[config.mk]
export PLATFORM = sky130hd
export DESIGN_NAME = sdram_responder_flat
export DESIGN_NICKNAME = d
export VERILOG_FILES = /design/src/rtl/sdram_resp_pkg.sv /design/src/rtl/sdram_responder_if.sv /design/src/rtl/sdram_resp_bank.sv /design/src/rtl/sdram_responder.sv /design/src/flat_wrapper.sv
export SDC_FILE = /design/constraint.sdc
export NUM_CORES = 1
export LEC_CHECK = 0
export CAP_MARGIN = 20
export CORE_MARGIN = 1
export CORE_UTILIZATION = 38
export CTS_BUF_LIST = sky130_fd_sc_hd__clkbuf_16
export DETAILED_ROUTE_END_ITERATION = 10
export PLACE_DENSITY = 0.73
export REMOVE_ABC_BUFFERS = 1
export SLEW_MARGIN = 25
export SYNTH_ARGS = -nofsm -noshare
export SYNTH_HDL_FRONTEND = slang
export SYNTH_HIERARCHICAL = 1
export SYNTH_SLANG_ARGS = --single-unit
[constraint.sdc]
create_clock -name clk -period 2.61 [get_ports clk]
set_input_delay 0.261 -clock clk [delete_from_list [all_inputs] [get_ports clk]]
set_output_delay 0.261 -clock clk [all_outputs]
set_load 0.01 [all_outputs]
[src/rtl/sdram_resp_pkg.sv]
// sdram_resp_pkg: command encodings, mode-register fields, burst states and error codes
package sdram_resp_pkg;
  localparam logic [3:0] CMD_LMR = 4'b0000, CMD_REF = 4'b0001, CMD_PRE = 4'b0010, CMD_ACT = 4'b0011;
  localparam logic [3:0] CMD_WR = 4'b0100, CMD_RD = 4'b0101, CMD_BT = 4'b0110, CMD_NOP = 4'b0111;
  localparam int MR_BL = 0, MR_IL = 3, MR_CL = 4, MR_WB = 9;
  localparam logic [2:0] ERR_CLOSED = 3'd1, ERR_REOPEN = 3'd2, ERR_REF = 3'd3;
  localparam logic [2:0] ERR_LMR = 3'd4, ERR_BUS = 3'd5, ERR_RCD = 3'd6;
  typedef enum logic [1:0] {IDLE, RBURST, WBURST} burst_e;
  function automatic logic [2:0] bl_last(input logic [2:0] code);
    return code == 3'd0 ? 3'd0 : code == 3'd1 ? 3'd1 : code == 3'd2 ? 3'd3 : 3'd7;
  endfunction
endpackage

[src/rtl/sdram_responder_if.sv]
// sdram_responder_if: SDRAM pin bundle between controller (master) and responder (slave)
interface sdram_responder_if;
  logic [12:0] SDRAM_A;
  logic [1:0] SDRAM_BA;
  logic SDRAM_nCS, SDRAM_nRAS, SDRAM_nCAS, SDRAM_nWE;
  logic SDRAM_DQML, SDRAM_DQMH, SDRAM_CKE;
  logic [15:0] dq_i, dq_o;
  logic dq_oe;
  modport master(output SDRAM_A, SDRAM_BA, SDRAM_nCS, SDRAM_nRAS, SDRAM_nCAS, SDRAM_nWE,
                 SDRAM_DQML, SDRAM_DQMH, SDRAM_CKE, dq_i, input dq_o, dq_oe);
  modport slave(input SDRAM_A, SDRAM_BA, SDRAM_nCS, SDRAM_nRAS, SDRAM_nCAS, SDRAM_nWE,
                SDRAM_DQML, SDRAM_DQMH, SDRAM_CKE, dq_i, output dq_o, dq_oe);
endinterface

[src/rtl/sdram_resp_bank.sv]
// sdram_resp_bank: per-bank open flag and row; tRCD counter only with SDRAM_RESP_CHECK_EN
module sdram_resp_bank (
  input  logic        clk,
  input  logic        reset,
  input  logic        act,
  input  logic        pre,
  input  logic [12:0] row_in,
  output logic        is_open,
  output logic [12:0] row
`ifdef SDRAM_RESP_CHECK_EN
  , output logic      rcd_ok
`endif
);
  always_ff @(posedge clk or posedge reset)
    if (reset) begin
      is_open <= 1'b0;
      row <= '0;
    end else if (act) begin
      is_open <= 1'b1;
      row <= row_in;
    end else if (pre) is_open <= 1'b0;
`ifdef SDRAM_RESP_CHECK_EN
  logic [1:0] rcd;
  always_ff @(posedge clk or posedge reset)
    if (reset) rcd <= '0;
    else rcd <= act ? 2'd2 : rcd == 2'd0 ? 2'd0 : rcd - 2'd1;
  assign rcd_ok = rcd == 2'd0;
`endif
endmodule

[src/rtl/sdram_responder.sv]
// sdram_responder: SDR SDRAM device model over a BRAM port; SDRAM_RESP_CHECK_EN adds a protocol checker
module sdram_responder import sdram_resp_pkg::*; #(
  parameter int          MEM_AW     = 14,
  parameter logic [12:0] MODE_RESET = 13'h0220
) (
  input  logic              clk,
  input  logic              reset,
  sdram_responder_if.slave  bus,
  output logic [MEM_AW-1:0] mem_addr,
  output logic              mem_we,
  output logic [1:0]        mem_be,
  output logic [15:0]       mem_wdata,
  input  logic [15:0]       mem_rdata,
  output logic              proto_err,
  output logic [2:0]        err_code
);
  function automatic logic [MEM_AW-1:0] word_addr(input logic [1:0] b, input logic [12:0] r, input logic [8:0] c);
    return MEM_AW'({b, r, c});
  endfunction
  logic [3:0] cmd;
  logic [12:0] a;
  logic [1:0] ba;
  logic is_act, is_rd, is_wr, is_bt, is_pre, is_lmr, rw;
  assign a = bus.SDRAM_A;
  assign ba = bus.SDRAM_BA;
  assign cmd = (!bus.SDRAM_CKE || bus.SDRAM_nCS) ? CMD_NOP : {1'b0, bus.SDRAM_nRAS, bus.SDRAM_nCAS, bus.SDRAM_nWE};
  assign is_act = cmd == CMD_ACT;
  assign is_rd = cmd == CMD_RD;
  assign is_wr = cmd == CMD_WR;
  assign is_bt = cmd == CMD_BT;
  assign is_pre = cmd == CMD_PRE;
  assign is_lmr = cmd == CMD_LMR;
  assign rw = is_rd || is_wr;
  logic [2:0] bl_code;
  logic il, wb, cl3;
  always_ff @(posedge clk or posedge reset)
    if (reset) {cl3, il, wb, bl_code} <= {MODE_RESET[MR_CL +: 3] == 3'd3, MODE_RESET[MR_IL], MODE_RESET[MR_WB], MODE_RESET[MR_BL +: 3]};
    else if (is_lmr) {cl3, il, wb, bl_code} <= {a[MR_CL +: 3] == 3'd3, a[MR_IL], a[MR_WB], a[MR_BL +: 3]};
  burst_e state, state_n;
  logic [2:0] cnt, cnt_n, b_last, len_last;
  logic [1:0] b_bank, ap_bank;
  logic [12:0] b_row;
  logic [8:0] b_col, col_k;
  logic b_ap, cont, last_beat, ap_close, rd_beat;
  logic [3:0] is_open;
  logic [12:0] row [4];
`ifdef SDRAM_RESP_CHECK_EN
  logic [3:0] rcd_ok;
`endif
  for (genvar i = 0; i < 4; i++) begin : g_bank
    sdram_resp_bank u_bank (
      .clk(clk), .reset(reset),
      .act(is_act && ba == 2'(i)),
      .pre((is_pre && (a[10] || ba == 2'(i))) || (ap_close && ap_bank == 2'(i))),
      .row_in(a), .is_open(is_open[i]), .row(row[i])
`ifdef SDRAM_RESP_CHECK_EN
      , .rcd_ok(rcd_ok[i])
`endif
    );
  end
  // a burst continues only on cycles with no interrupting command
  assign len_last = (is_wr && wb) ? 3'd0 : bl_last(bl_code);
  assign cont = state != IDLE && !rw && !is_bt && !(is_pre && (a[10] || ba == b_bank));
  assign last_beat = cnt == b_last;
  assign ap_bank = rw ? ba : b_bank;
  assign ap_close = (cont && last_beat && b_ap) || (rw && len_last == 3'd0 && a[10]);
  always_comb begin
    state_n = state;
    cnt_n = cnt;
    if (rw) begin
      state_n = len_last == 3'd0 ? IDLE : is_rd ? RBURST : WBURST;
      cnt_n = 3'd1;
    end else if (state != IDLE) begin
      state_n = (!cont || last_beat) ? IDLE : state;
      cnt_n = cnt + 3'd1;
    end
  end
  always_ff @(posedge clk or posedge reset)
    if (reset) begin
      state <= IDLE;
      cnt <= '0;
      b_last <= '0;
      b_bank <= '0;
      b_row <= '0;
      b_col <= '0;
      b_ap <= 1'b0;
    end else begin
      state <= state_n;
      cnt <= cnt_n;
      if (rw) begin
        b_last <= len_last;
        b_bank <= ba;
        b_row <= row[ba];
        b_col <= a[8:0];
        b_ap <= a[10];
      end
    end
  assign col_k = il ? b_col ^ {6'd0, cnt} : {b_col[8:3], (b_col[2:0] & ~b_last) | ((b_col[2:0] + cnt) & b_last)};
  assign mem_addr = rw ? word_addr(ba, row[ba], a[8:0]) : word_addr(b_bank, b_row, col_k);
  assign mem_we = is_wr || (state == WBURST && cont);
  assign mem_be = {~bus.SDRAM_DQMH, ~bus.SDRAM_DQML};
  assign mem_wdata = bus.dq_i;
  assign rd_beat = is_rd || (state == RBURST && cont);
  logic rv1, rv2;
  logic [15:0] rd2;
  always_ff @(posedge clk or posedge reset)
    if (reset) begin
      rv1 <= 1'b0;
      rv2 <= 1'b0;
      rd2 <= '0;
      bus.dq_o <= '0;
      bus.dq_oe <= 1'b0;
    end else begin
      rv1 <= rd_beat;
      rv2 <= rv1;
      rd2 <= mem_rdata;
      bus.dq_oe <= cl3 ? rv2 : rv1;
      bus.dq_o <= cl3 ? rd2 : mem_rdata;
    end
`ifdef SDRAM_RESP_CHECK_EN
  logic [2:0] err_n;
  logic is_ref;
  assign is_ref = cmd == CMD_REF;
  assign err_n = (rw && !is_open[ba]) ? ERR_CLOSED :
                 (is_act && is_open[ba]) ? ERR_REOPEN :
                 (is_ref && |is_open) ? ERR_REF :
                 (is_lmr && (|is_open || (a[6:4] != 3'd2 && a[6:4] != 3'd3))) ? ERR_LMR :
                 (is_wr && bus.dq_oe) ? ERR_BUS :
                 (rw && !rcd_ok[ba]) ? ERR_RCD : 3'd0;
  always_ff @(posedge clk or posedge reset)
    if (reset) err_code <= '0;
    else if (err_code == 3'd0) err_code <= err_n;
  assign proto_err = err_code != 3'd0;
`else
  assign proto_err = 1'b0;
  assign err_code = 3'd0;
`endif
endmodule

[src/flat_wrapper.sv]
// flat-port wrapper written by rule: the top's interface ports become plain ports
module sdram_responder_flat import sdram_resp_pkg::*;
#(
  parameter int          MEM_AW     = 14,
  parameter logic [12:0] MODE_RESET = 13'h0220
)
  (clk, reset, mem_addr, mem_we, mem_be, mem_wdata, mem_rdata, proto_err, err_code, bus_SDRAM_A, bus_SDRAM_BA, bus_SDRAM_nCS, bus_SDRAM_nRAS, bus_SDRAM_nCAS, bus_SDRAM_nWE, bus_SDRAM_DQML, bus_SDRAM_DQMH, bus_SDRAM_CKE, bus_dq_i, bus_dq_o, bus_dq_oe);
  sdram_responder_if bus_i ();
  input  logic clk;
  input  logic reset;
  output logic [MEM_AW-1:0] mem_addr;
  output logic mem_we;
  output logic [1:0] mem_be;
  output logic [15:0] mem_wdata;
  input  logic [15:0] mem_rdata;
  output logic proto_err;
  output logic [2:0] err_code;
  input wire logic [$bits(bus_i.SDRAM_A)-1:0] bus_SDRAM_A;
  input wire logic [$bits(bus_i.SDRAM_BA)-1:0] bus_SDRAM_BA;
  input wire logic [$bits(bus_i.SDRAM_nCS)-1:0] bus_SDRAM_nCS;
  input wire logic [$bits(bus_i.SDRAM_nRAS)-1:0] bus_SDRAM_nRAS;
  input wire logic [$bits(bus_i.SDRAM_nCAS)-1:0] bus_SDRAM_nCAS;
  input wire logic [$bits(bus_i.SDRAM_nWE)-1:0] bus_SDRAM_nWE;
  input wire logic [$bits(bus_i.SDRAM_DQML)-1:0] bus_SDRAM_DQML;
  input wire logic [$bits(bus_i.SDRAM_DQMH)-1:0] bus_SDRAM_DQMH;
  input wire logic [$bits(bus_i.SDRAM_CKE)-1:0] bus_SDRAM_CKE;
  input wire logic [$bits(bus_i.dq_i)-1:0] bus_dq_i;
  output wire logic [$bits(bus_i.dq_o)-1:0] bus_dq_o;
  output wire logic [$bits(bus_i.dq_oe)-1:0] bus_dq_oe;
  assign bus_i.SDRAM_A = bus_SDRAM_A;
  assign bus_i.SDRAM_BA = bus_SDRAM_BA;
  assign bus_i.SDRAM_nCS = bus_SDRAM_nCS;
  assign bus_i.SDRAM_nRAS = bus_SDRAM_nRAS;
  assign bus_i.SDRAM_nCAS = bus_SDRAM_nCAS;
  assign bus_i.SDRAM_nWE = bus_SDRAM_nWE;
  assign bus_i.SDRAM_DQML = bus_SDRAM_DQML;
  assign bus_i.SDRAM_DQMH = bus_SDRAM_DQMH;
  assign bus_i.SDRAM_CKE = bus_SDRAM_CKE;
  assign bus_i.dq_i = bus_dq_i;
  assign bus_dq_o = bus_i.dq_o;
  assign bus_dq_oe = bus_i.dq_oe;
  sdram_responder #(.MEM_AW(MEM_AW), .MODE_RESET(MODE_RESET)) u_core (.clk(clk), .reset(reset), .bus(bus_i), .mem_addr(mem_addr), .mem_we(mem_we), .mem_be(mem_be), .mem_wdata(mem_wdata), .mem_rdata(mem_rdata), .proto_err(proto_err), .err_code(err_code));
endmodule
==> metrics.md, run 1 <==
| Metric | Value |
|---|---|
| Pre-antenna DRT Iters | `5` |
| Number of DRC markers in iteration 0 | `78` |
| First-pass GRT wire length | `12300 um` |
| Worst Setup End Kind | `primary output` |
| Final TNS setup | `0 ns` |
| CTS H-Tree Depth | `3` |
| Worst-Skew Late Latency | `0.33 ns` |
| CTS Buf Count | `9` |
| Fmax | `411 MHz` |
| Worst r2r dst | `u_core/state[1]` |
| Critical Setup Path Class | `in -> out` |
| GPL Wtd Cong | `0.779` |
| Fillcell total | `822` |
| Cell Pwr Density | `780 nW/um^2` |
| Max Slew Vio Count | `0` |
| Die width | `100 um` |
| Starting Density | `0.395` |
| Setup crit start | `bus_SDRAM_BA[0]` |
| Hold_buf cts | `0` |
| Placement row count | `35` |
| DR vias/cell | `4.75` |
| Synthesized instance count | `292` |
| Minimum clock period | `2.44 ns` |
| Leakage | `2.17 nW` |
| Initial antenna violation count | `0` |
| Wire per inst | `14.7 um` |
| Max-cap violation count | `0` |
| IO Count | `110` |
| All-Layer GR Usage | `0.160` |
| Period utilization | `0.933` |
| FF-to-FF setup slack | `1.18 ns` |
| Largest net degree at the start of global routing | `48` |
| Critical Path RT | `2.35 ns` |
| Overflow after GRT | `0` |
| Placed cell count | `475` |
| Ys Warns | `6` |
| Class of the worst hold path | `in -> async` |
| # Post-CTS Setup Buffers | `0` |
| Clock sink count | `85` |
| RSZ-0062 raised after global routing | `false` |
| Slew @ Worst Pin | `0.724 ns` |
| Fin Hold WS | `0.261 ns` |
| R2R depth | `4` |
| Critical Path Fanout Max | `5` |
| Clk buf depth | `2` |
| Mapped Avg Cell Area | `12.5 um^2` |
| Final Hold Viols | `0` |
| Die area | `10000 um^2` |
| CTS tree | `yes` |
| Clk pin slew, worst setup/hold paths | `0.06 ns` |
| Post-Place Cell Area | `4440 um^2` |
| Data arrival, critical path | `2.17 ns` |
| Fin cells | `490` |
| Status | `finished clean` |
| # nets final | `417` |
| Clock Skew | `0.00538 ns` |
| Clock Tree Root | `clkbuf_16` |
| ANT cells | `0` |
| Slew headroom | `0.518` |
| Layout cells sized above 1 | `0.230` |
| Finished Cell Area | `4750 um^2` |
| Synth-to-Final Area Change | `29.5%` |
| Number of remaining DRC errors | `0` |
| Worst r2r src | `u_core/cnt[1]` |
| Setup violators final | `0` |
| Routed Antenna Nets | `0` |
| VDD IR max | `0.351 mV` |
| Final wirelength | `7200 um` |
| Setup crit end | `mem_addr[9]` |
| Number of global-route vias before repair | `2521` |
| Cell area after synthesis | `3660 um^2` |
| HPWL Detailed | `5340 um` |
| Startpoint types | `input pin` |
| Core area | `9280 um^2` |
| Die Y | `100 um` |
| Via Count | `2329` |
| Port Buffers | `71` |
==> layout by cell type (no fill, tap or decap), types with 2 or more instances in the layout <==
master and n:
a22o_1 2, buf_12 2, nor3_1 2, mux4_2 5, o21ai_0 7, a32o_1 2, buf_4 13, nor3b_1 2
bufinv_16 2, mux2i_1 2, conb_1 4, nand2b_1 4, xnor2_1 2, nand2_1 46, ha_1 3, mux2_2 42
dfrtp_1 84, a211oi_1 2, nor2_1 9, xor2_1 6, a21o_1 2, a21oi_1 5, clkbuf_16 9, inv_1 15
clkdlybuf4s50_1 69
==> cell type report <==
| class | instances | area, um^2 | share of cell area |
|---|---|---|---|
| clock buffers | 9 | 225 | 0.0475 |
| flip-flops and latches | 85 | 2130 | 0.448 |
| repair buffers | 86 | 842 | 0.177 |
| well taps | 129 | 161 | 0.0340 |
| inverters | 14 | 52.6 | 0.0111 |
| multi-input cells | 161 | 1250 | 0.264 |
| clock inverters | 6 | 81.3 | 0.0171 |
==> repair_timing <==
action                     4_1_cts  5_1_grt
setup endpoints to repair        2        1
gates resized for setup          2        4
pin swaps                        0        0
==> routing by layer <==
layer  global-route usage  wire, um
met5                    0         0
met4               0.0446        87
met3               0.0724       564
met2                0.268      3550
met1                0.185      3000
==> sequential cells by signal (all words and copies together), names as in the netlist <==
signal / count
u_core/g_bank.u_bank/row: 20
u_core/bus.dq_o: 16
u_core/rd2: 16
u_core/b_col: 9
u_core/b_row: 5
u_core/b_last: 3
u_core/bl_code: 3
u_core/cnt: 3
u_core/b_bank: 2
u_core/state: 2
u_core/bus.dq_oe: 1
u_core/cl3: 1
u_core/il: 1
u_core/rv1: 1
u_core/rv2: 1
u_core/wb: 1
==> how the worst min path moves through the flow <==
stage	from	end	slack, ns	depth (start not counted)
6_report	reset	u_core/g_bank[2].u_bank/row[3]	0.26	2
5_1_grt	reset	u_core/g_bank[2].u_bank/row[4]	0.28	2
4_1_cts	reset	u_core/g_bank[0].u_bank/row[2]	0.26	2
3_5_place_dp	u_core/rv1	u_core/rv2	0.37	0
3_3_place_gp	u_core/rv1	u_core/rv2	0.36	0
2_1_floorplan	reset	u_core/g_bank[0].u_bank/row[0]	0.04	1
==> metrics by stage <==
| step | power, W | utilization | setup slack, ns |
|---|---|---|---|
| detailed placement | 0.00244 | 0.478 | 0.138 |
| finish | 0.00370 | 0.511 | 0.175 |
| CTS | 0.00375 | 0.511 | 0.0625 |
| floorplan | 0.00205 | - | 0.630 |
| global route | 0.00392 | 0.511 | 0.0241 |
| global placement | 0.00241 | 0.478 | 0.149 |
==> power breakdown <==
| part | total, W | switching, W | leakage [nW] | internal [W] |
|---|---|---|---|---|
| sequential | 0.00163 | 0.000122 | 1.06 | 0.00151 |
| combinational | 0.000767 | 0.000325 | 0.953 | 0.000442 |
| clock | 0.00130 | 0.000475 | 0.158 | 0.000825 |
==> worst max-delay path, stage by stage <==
cell and delay, ns:
clkdlybuf4s50_1 0.60, buf_4 0.18, mux4_2 0.49, nand2_1 0.08, nand2_1 0.07, clkdlybuf4s50_1 0.49
(Power assumes the default switching activity.)
==> inputs of run 2 (changes only) <==
--- a/config.mk
+++ b/config.mk
@@ -10,6 +10,7 @@
 export CORE_UTILIZATION = 38
 export CTS_BUF_LIST = sky130_fd_sc_hd__clkbuf_16
 export DETAILED_ROUTE_END_ITERATION = 10
+export HOLD_SLACK_MARGIN = 0.12
 export PLACE_DENSITY = 0.73
 export REMOVE_ABC_BUFFERS = 1
 export SLEW_MARGIN = 25
==> results of run 2 <==
The final DEF is identical to that of run 1; final timing and power are the same.
